### config.mk
export PLATFORM = sky130hd
export DESIGN_NAME = countdown_arbiter
export DESIGN_NICKNAME = d
export VERILOG_FILES = /design/src/rtl/countdown_arbiter.sv
export SDC_FILE = /design/constraint.sdc
export NUM_CORES = 1
export LEC_CHECK = 0
export BUFFER_PORTS_ARGS = -buffer_cell sky130_fd_sc_hd__buf_2
export CAP_MARGIN = 40
export CORE_MARGIN = 1
export CORE_UTILIZATION = 25
export DETAILED_ROUTE_END_ITERATION = 8
export HOLD_SLACK_MARGIN = 0.15
export PLACE_DENSITY = 0.42
export SYNTH_ARGS = -nofsm -noshare
export SYNTH_HDL_FRONTEND = slang
export SYNTH_SLANG_ARGS = --single-unit
### constraint.sdc
create_clock -name clk_i -period 2 [get_ports clk_i]
set_clock_uncertainty 0.1 [all_clocks]
set_input_delay 0.1 -clock clk_i [delete_from_list [all_inputs] [get_ports clk_i]]
set_output_delay 0.1 -clock clk_i [all_outputs]
set_load 0.02 [all_outputs]
### src/rtl/countdown_arbiter.sv
// Purpose  : shares one WIDTH-bit down-counting timer between two requesters,
//            granting round-robin and pulsing the owner's done when it expires.
// Latency  : grant edge E loads lenX; count = lenX-i after E+i; doneX after
//            E+lenX+1; gntX drops after E+lenX+2 (grant spans lenX+2 cycles).
// Backpressure: a requester holds reqX until doneX; a non-owner request waits
//            while busy and is served in the first IDLE cycle after release.
//
// Ports:
//   clk_i            clock, all state updates on posedge
//   reset_i          asynchronous active-high reset
//   req0_i, len0_i   requester 0 request and count length (sampled on grant)
//   req1_i, len1_i   requester 1 request and count length (sampled on grant)
//   gnt0_o, gnt1_o   registered ownership flags, never both high
//   done0_o, done1_o one-cycle expiry pulses for the owner
//   busy_o           high whenever the FSM is not IDLE
//   count_o          registered counter value
module countdown_arbiter #(
   parameter int WIDTH = 4
) (
   input  logic             clk_i,
   input  logic             reset_i,
   input  logic             req0_i,
   input  logic [WIDTH-1:0] len0_i,
   input  logic             req1_i,
   input  logic [WIDTH-1:0] len1_i,
   output logic             gnt0_o,
   output logic             gnt1_o,
   output logic             done0_o,
   output logic             done1_o,
   output logic             busy_o,
   output logic [WIDTH-1:0] count_o
);

   typedef enum logic [1:0] {
      IDLE  = 2'd0,
      COUNT = 2'd1,
      DONE  = 2'd2
   } state_t;

   state_t           state_q;
   logic             gnt0_q;
   logic             gnt1_q;
   logic             done0_q;
   logic             done1_q;
   logic             busy_q;
   logic [WIDTH-1:0] count_q;
   // Index of the requester most recently released; the other one wins a tie.
   logic             last_q;

   logic             pick1_d;
   logic             any_req_d;
   logic             owner_req_d;
   logic [WIDTH-1:0] grant_len_d;

   always_comb begin
      any_req_d   = req0_i | req1_i;
      // Requester 1 wins when alone, or when both ask and 0 was served last.
      pick1_d     = req1_i & (~req0_i | ~last_q);
      grant_len_d = pick1_d ? len1_i : len0_i;
      // Ownership is carried by the grant flags themselves.
      owner_req_d = gnt1_q ? req1_i : req0_i;
   end

   always_ff @(posedge clk_i or posedge reset_i) begin
      if (reset_i) begin
         state_q <= IDLE;
         gnt0_q  <= 1'b0;
         gnt1_q  <= 1'b0;
         done0_q <= 1'b0;
         done1_q <= 1'b0;
         busy_q  <= 1'b0;
         count_q <= '0;
         last_q  <= 1'b1;
      end else begin
         case (state_q)
            IDLE: begin
               done0_q <= 1'b0;
               done1_q <= 1'b0;
               if (any_req_d) begin
                  state_q <= COUNT;
                  gnt0_q  <= ~pick1_d;
                  gnt1_q  <= pick1_d;
                  busy_q  <= 1'b1;
                  count_q <= grant_len_d;
               end
            end
            COUNT: begin
               if (!owner_req_d) begin
                  // Abort: release without a done pulse.
                  state_q <= IDLE;
                  gnt0_q  <= 1'b0;
                  gnt1_q  <= 1'b0;
                  busy_q  <= 1'b0;
                  count_q <= '0;
                  last_q  <= gnt1_q;
               end else if (count_q != '0) begin
                  count_q <= count_q - WIDTH'(1);
               end else begin
                  // Zero guard: the counter parks at 0 instead of wrapping.
                  state_q <= DONE;
                  done0_q <= gnt0_q;
                  done1_q <= gnt1_q;
               end
            end
            DONE: begin
               state_q <= IDLE;
               gnt0_q  <= 1'b0;
               gnt1_q  <= 1'b0;
               done0_q <= 1'b0;
               done1_q <= 1'b0;
               busy_q  <= 1'b0;
               last_q  <= gnt1_q;
            end
            default: begin
               state_q <= IDLE;
               gnt0_q  <= 1'b0;
               gnt1_q  <= 1'b0;
               done0_q <= 1'b0;
               done1_q <= 1'b0;
               busy_q  <= 1'b0;
               count_q <= '0;
            end
         endcase
      end
   end

   assign gnt0_o  = gnt0_q;
   assign gnt1_o  = gnt1_q;
   assign done0_o = done0_q;
   assign done1_o = done1_q;
   assign busy_o  = busy_q;
   assign count_o = count_q;

endmodule

==> results.md, run 1 <==
* Die Y at 58.6 µm
* Final Core Density at 31.9%
* Hpwl dp at between 1000 and 1500 µm
* Mapped Cells at 79
* Post-CTS Setup Bufs at 0
* Average wire per standard cell at approximately 12 µm
* Commonest non-fill, non-tap cells in the layout: 20 x buf_2, 11 x dfrtp_1, 8 x nor2_1
* Antenna Violating Nets Remaining at 0
* Fmax at 615 MHz
* Synth Flop Type: dfrtp_1
* Static Leak at ~0.46 nW
* CP peak stage delay at 420 ps
* Skew-Pair Late Insertion Delay at around 280 ps
* Startpoint class of the critical path: flop
* Register area share after synthesis at a little under two fifths
* Worst Path Max Fanout at 5
* Hold_buf cts at 3
* Yosys cell types at 32
* Initial antenna violation count at 0
* Yosys synthesis warning count at 0
* Slew HR at 66.6%
* # resized after CTS at 0
* Commonest non-fill, non-tap cell in the layout: buf_2
* Arrival time at the worst endpoint at 1750 ps
* Mapped Area at 800 µm²
* # setup viols final at 0
* First-pass GRT wire length at 2790 µm
* Yosys reg bits at 12
* Vias at 644
* Area grow syn2layout at 21.9%
* H-tree Lvls at 1
* MaxCap Viol Count at 0
* Die Footprint at 0.00343 mm²
* CTS tree: yes
* Clock Path Buffers at 2
* Worst EP required at 2120 ps
* Crit path cell chain: inv_1 > ha_1 > nor3b_2 > inv_1 > o21ai_2 > a22o_1
* Drt total wl at 1740 µm
* Row count at 20
* Worst slew pin tran at between 500 and 600 ps
* Cell Pwr Density at 1490 mW/mm²
* RSZ-0062 raised after global routing: no
* Grt ovf at 0
* Ports at 21
* Minimum hold slack at 148 ps
* Peak VDD IR at 0.000469 V
* Status: complete, no violations
* Root Driver: clkbuf_4
* Diodes inserted at 0
* Post-DR vias/cell at 4.44
* Synth Area per Inst at ~10 µm²
* Period utilization at 81.3%
* Slew Viols, Final at 0
* Reg clk slew, reported paths at 80 ps
* DRC at 0
* Crit Path Category: reg -> reg
* Crit-path most repeated cell: inv_1
* Setup crit end kind: flop
* Largest net degree at the start of global routing at 13
* Hold Crit Class: in -> reg
* Pre-antenna DRT Iters at 4
* RePlAce Congestion at 0.738
* Num CTS Buffers at 3
* Number of synthesized flops with an enable pin at 0
* Fin nets at 116
* Final period demand of the worst path at 1630 ps
* Clk sinks at 12
* Synth Net Count at 93
* Overall Global Routing Usage at 11.1%
* Fraction of layout cells with a size suffix above 1 at 33.7%
* Crit path max-delay cell type: dfrtp_1
* Die X at 58.6 µm
* Core Area at a little over 0.003 mm²
* Initial Util at 26.2%
* Async SR Flop Fraction at 100%
* Fin. Hold Viols at 0
* Iter 0 DRT Violations at 21
* Setup TNS at 0 ps
* IO buf count at 20
* Vias in the first global route at 570
==> critical path, delay by kind of cell (launching register included) <==
family	cells	cell delay, ps
DFF	1	420
and+or+nand+nor	1	370
AOI/OAI and AO/OA	2	300
buffers and inverters	2	240
adders and majority gates	1	130
==> through the flow <==
step / power [mW] / std cells / setup slack (ps) / area, µm²
2_1_floorplan: 1.11 / 79 / 380 / 800
3_3_place_gp: 1.27 / 138 / 398 / 908
3_5_place_dp: 1.26 / 138 / 396 / 908
4_1_cts: 1.47 / 145 / 371 / 975
5_1_grt: 1.58 / 145 / 214 / 975
6_report: 1.45 / 145 / 375 / 975
==> layer usage <==
layer  track usage [%]  wire length (µm)
met5                 0                 0
met4              3.06                 0
met3              3.30                69
met2              17.6               857
met1              14.7               815
==> sequential cells by signal (all words and copies together) (netlist names) <==
| register | flops |
|---|---|
| count_o | 4 |
| state_q | 2 |
| busy_o | 1 |
| done0_o | 1 |
| done1_o | 1 |
| gnt0_o | 1 |
| gnt1_o | 1 |
| last_q | 1 |
==> kinds of logic (layout without fill, tap and decap cells) <==
kind of cell | count (synthesis) | in the layout | synth area share, %
muxes | 6 | 6 | 8.14
AOI/OAI and AO/OA | 25 | 25 | 27.1
DFF | 12 | 12 | 37.7
adders and majority gates | 2 | 2 | 3.13
buffers and inverters | 12 | 34 | 9.08
and+or+nand+nor | 22 | 22 | 14.9
==> power by group <==
part	switching (mW)	leakage (nW)	total [mW]	internal, mW
registers	0.139	0.152	0.483	0.344
logic	0.432	0.291	0.771	0.339
clock network	0.0898	0.0210	0.201	0.111
==> cells in the mapped netlist (all sizes together) (2+ instances only) <==
| master | number | area [µm²] |
|---|---|---|
| mux2i | 5 | 50.1 |
| a21oi | 6 | 30.0 |
| nor3 | 3 | 15.0 |
| o21ai | 4 | 27.5 |
| nor2 | 8 | 30.0 |
| o22ai | 3 | 18.8 |
| nand2b | 2 | 20.0 |
| inv | 7 | 26.3 |
| nand2 | 3 | 11.3 |
| dfrtp | 11 | 275 |
| buf | 5 | 46.3 |
| nand3 | 2 | 10.0 |
| ha | 2 | 25.0 |
| a22o | 5 | 43.8 |
==> final timing paths <==
| check | from | depth (start not counted) | slack [ps] | endpoint |
|---|---|---|---|---|
| max | count_o[0]$_DFFE_PP0P_ | 6 | 370 | count_o[1]$_DFFE_PP0P_ |
| min | len0_i[0] | 4 | 150 | count_o[0]$_DFFE_PP0P_ |
| max reg2reg | count_o[0]$_DFFE_PP0P_ | 6 | 370 | count_o[1]$_DFFE_PP0P_ |
| min reg2reg | done1_o$_DFFE_PP0P_ | 2 | 430 | done1_o$_DFFE_PP0P_ |
| max in group asynchronous | reset_i | 3 | 1170 | last_q$_DFFE_PP1P_ |
| min in group asynchronous | reset_i | 3 | 270 | count_o[1]$_DFFE_PP0P_ |
==> layout make-up <==
type / count / area, µm²
clock buffer: 4 / 36.3
fill: 343 / 2080
inverter: 7 / 26.3
multi-input combinational: 55 / 425
sequential: 12 / 302
tap: 44 / 55.1
timing repair buffer: 23 / 130
Power figures use the tool's default switching activity.
==> run 2, diff against run 1 <==
clock period = 1.7 ns   (was 2 ns; I/O delays follow)
==> results.md, run 2 (same netlist as run 1, synthesis figures left out) <==
* Cell family with the largest share of critical-path delay: buffers and inverters
* Crit path max-delay cell type: dlygate4sd3_1
* Antenna Violating Nets Remaining at 0
* DRC at 0
* Flop-to-flop setup slack at ~120 ps
* Bufs and invs on worst path at 2
* Die Y at 58.6 µm
* Ports at 21
* Die X at 58.6 µm
* Status: complete, no violations
* Drt total wl at 1880 µm
* Worst Path Max Fanout at 8
* Die Footprint at 0.00343 mm²
* Slew Viols, Final at 0
* Commonest non-fill, non-tap cells in the layout: 20 x buf_2, 11 x dfrtp_1, 11 x dlygate4sd3_1
* Fin nets at 127
* Fin. Hold Viols at 0
* Setup crit end kind: flop
* RSZ-0062 raised after global routing: no
* Pre-antenna DRT Iters at 4
* H-tree Lvls at 1
* Final period demand of the worst path at 1590 ps
* Reg clk slew, reported paths at 90 ps
* Vias at 689
* Core Area at 0.00305 mm²
* CP peak stage delay at 520 ps
* Slew HR at 65.4%
* Initial antenna violation count at 0
* Static Leak at ~0.51 nW
* IO buf count at 20
* Iter 0 DRT Violations at 17
* # setup viols final at 0
* Worst EP required at about 1800 ps
* Period utilization at approximately 93%
* MaxCap Viol Count at 0
* Largest net degree at the start of global routing at 13
* Cell Pwr Density at about 1600 mW/mm²
* Overall Global Routing Usage at 12.5%
* Diodes inserted at 0
* Worst slew pin tran at about 520 ps
* First-pass GRT wire length at about 3200 µm
* Crit Path Category: in -> reg
* RePlAce Congestion at 0.785
* CTS tree: yes
* Initial Util at 26.2%
* Vias in the first global route at 676
* Max reg flops at 4
* Setup TNS at 0 ps
* Crit path cell chain: dlygate4sd3_1 > buf_2 > a21boi_4 > mux2i_1 > o32ai_2 > a22o_1
* Final worst slack at 113 ps
* Num CTS Buffers at 3
* Peak VDD IR at 0.000697 V
* Placement Setup Slack at 120 ps
* Placed cells at ~140
* Average wire per standard cell at 12.0 µm
* Startpoint class of the critical path: primary input
* Hold Crit Class: in -> async
* Area grow syn2layout at 34.3%
* Post-CTS Setup Bufs at 0
* Row count at 20
* Arrival time at the worst endpoint at 1660 ps
* Fmax at 630 MHz
* Commonest non-fill, non-tap cell in the layout: buf_2
* Clock Path Buffers at 2
* Root Driver: clkbuf_4
* Final Core Density at 35.2%
* Hpwl dp at 1350 µm
* Post-Layout Cell Count at 156
* Layout fillers at 351
* Post-DR vias/cell at 4.42
* Skew-Pair Late Insertion Delay at around 270 ps
* Fraction of layout cells with a size suffix above 1 at 32.1%
* Grt ovf at 0
* Clk sinks at 12
[run 2: through the flow]
stage / area, µm² / hold slack [ps] / power (mW)
floorplan: 800 / -151 / 1.31
global placement: 931 / 33.9 / 1.54
detailed placement: 931 / 42.2 / 1.53
CTS: 1070 / 282 / 1.76
global route: 1070 / 302 / 1.91
finish: 1070 / 270 / 1.75
[run 2: path summary, 6_finish.rpt]
path | depth (start not counted) | from | to
max | 6 | req1_i | count_o[2]$_DFFE_PP0P_
min reg2reg | 1 | state_q[1]$_DFFE_PP0P_ | state_q[0]$_DFFE_PP0P_
max reg2reg | 5 | count_o[0]$_DFFE_PP0P_ | count_o[3]$_DFFE_PP0P_
min in group clk_i | 1 | state_q[1]$_DFFE_PP0P_ | state_q[0]$_DFFE_PP0P_
max in group asynchronous | 3 | reset_i | last_q$_DFFE_PP1P_
min | 3 | reset_i | busy_o$_DFFE_PP0P_
[run 2: worst register-to-register path, delay by kind of cell (launching register included)]
kind | cells | cell delay [ps]
adder cells (fa/ha/maj) | 1 | 200
buffers and inverters | 1 | 80
AO/OA/AOI/OAI | 2 | 570
flip-flops | 1 | 410
AND/OR/NAND/NOR | 1 | 160
[run 2: final cells by class]
type,count,area (µm²),area share (%)
Sequential cell,12,302,28.1
Timing Repair Buffer,34,233,21.7
Tap cell,44,55.1,5.13
Clock buffer,4,26.3,2.45
Multi-Input combinational cell,55,432,40.2
Inverter,7,26.3,2.45
[run 2: what timing repair did]
action,in CTS,in global routing
resized for setup,0,1
hold buffers,11,0
endpoints found under the hold margin,19,0
endpoints found under the setup margin,0,2
[run 2: per-layer routing]
metal	wire, µm	global-route usage, %	share of wire [%]
met1	919	15.8	49
met2	898	20.2	48
met3	31	1.98	1.7
met4	25	7.14	1.3
met5	0	0	0
[run 2: report_power, final]
group          internal (mW)  switching [mW]
registers              0.405           0.141
logic                  0.465           0.549
clock network         0.0908           0.103
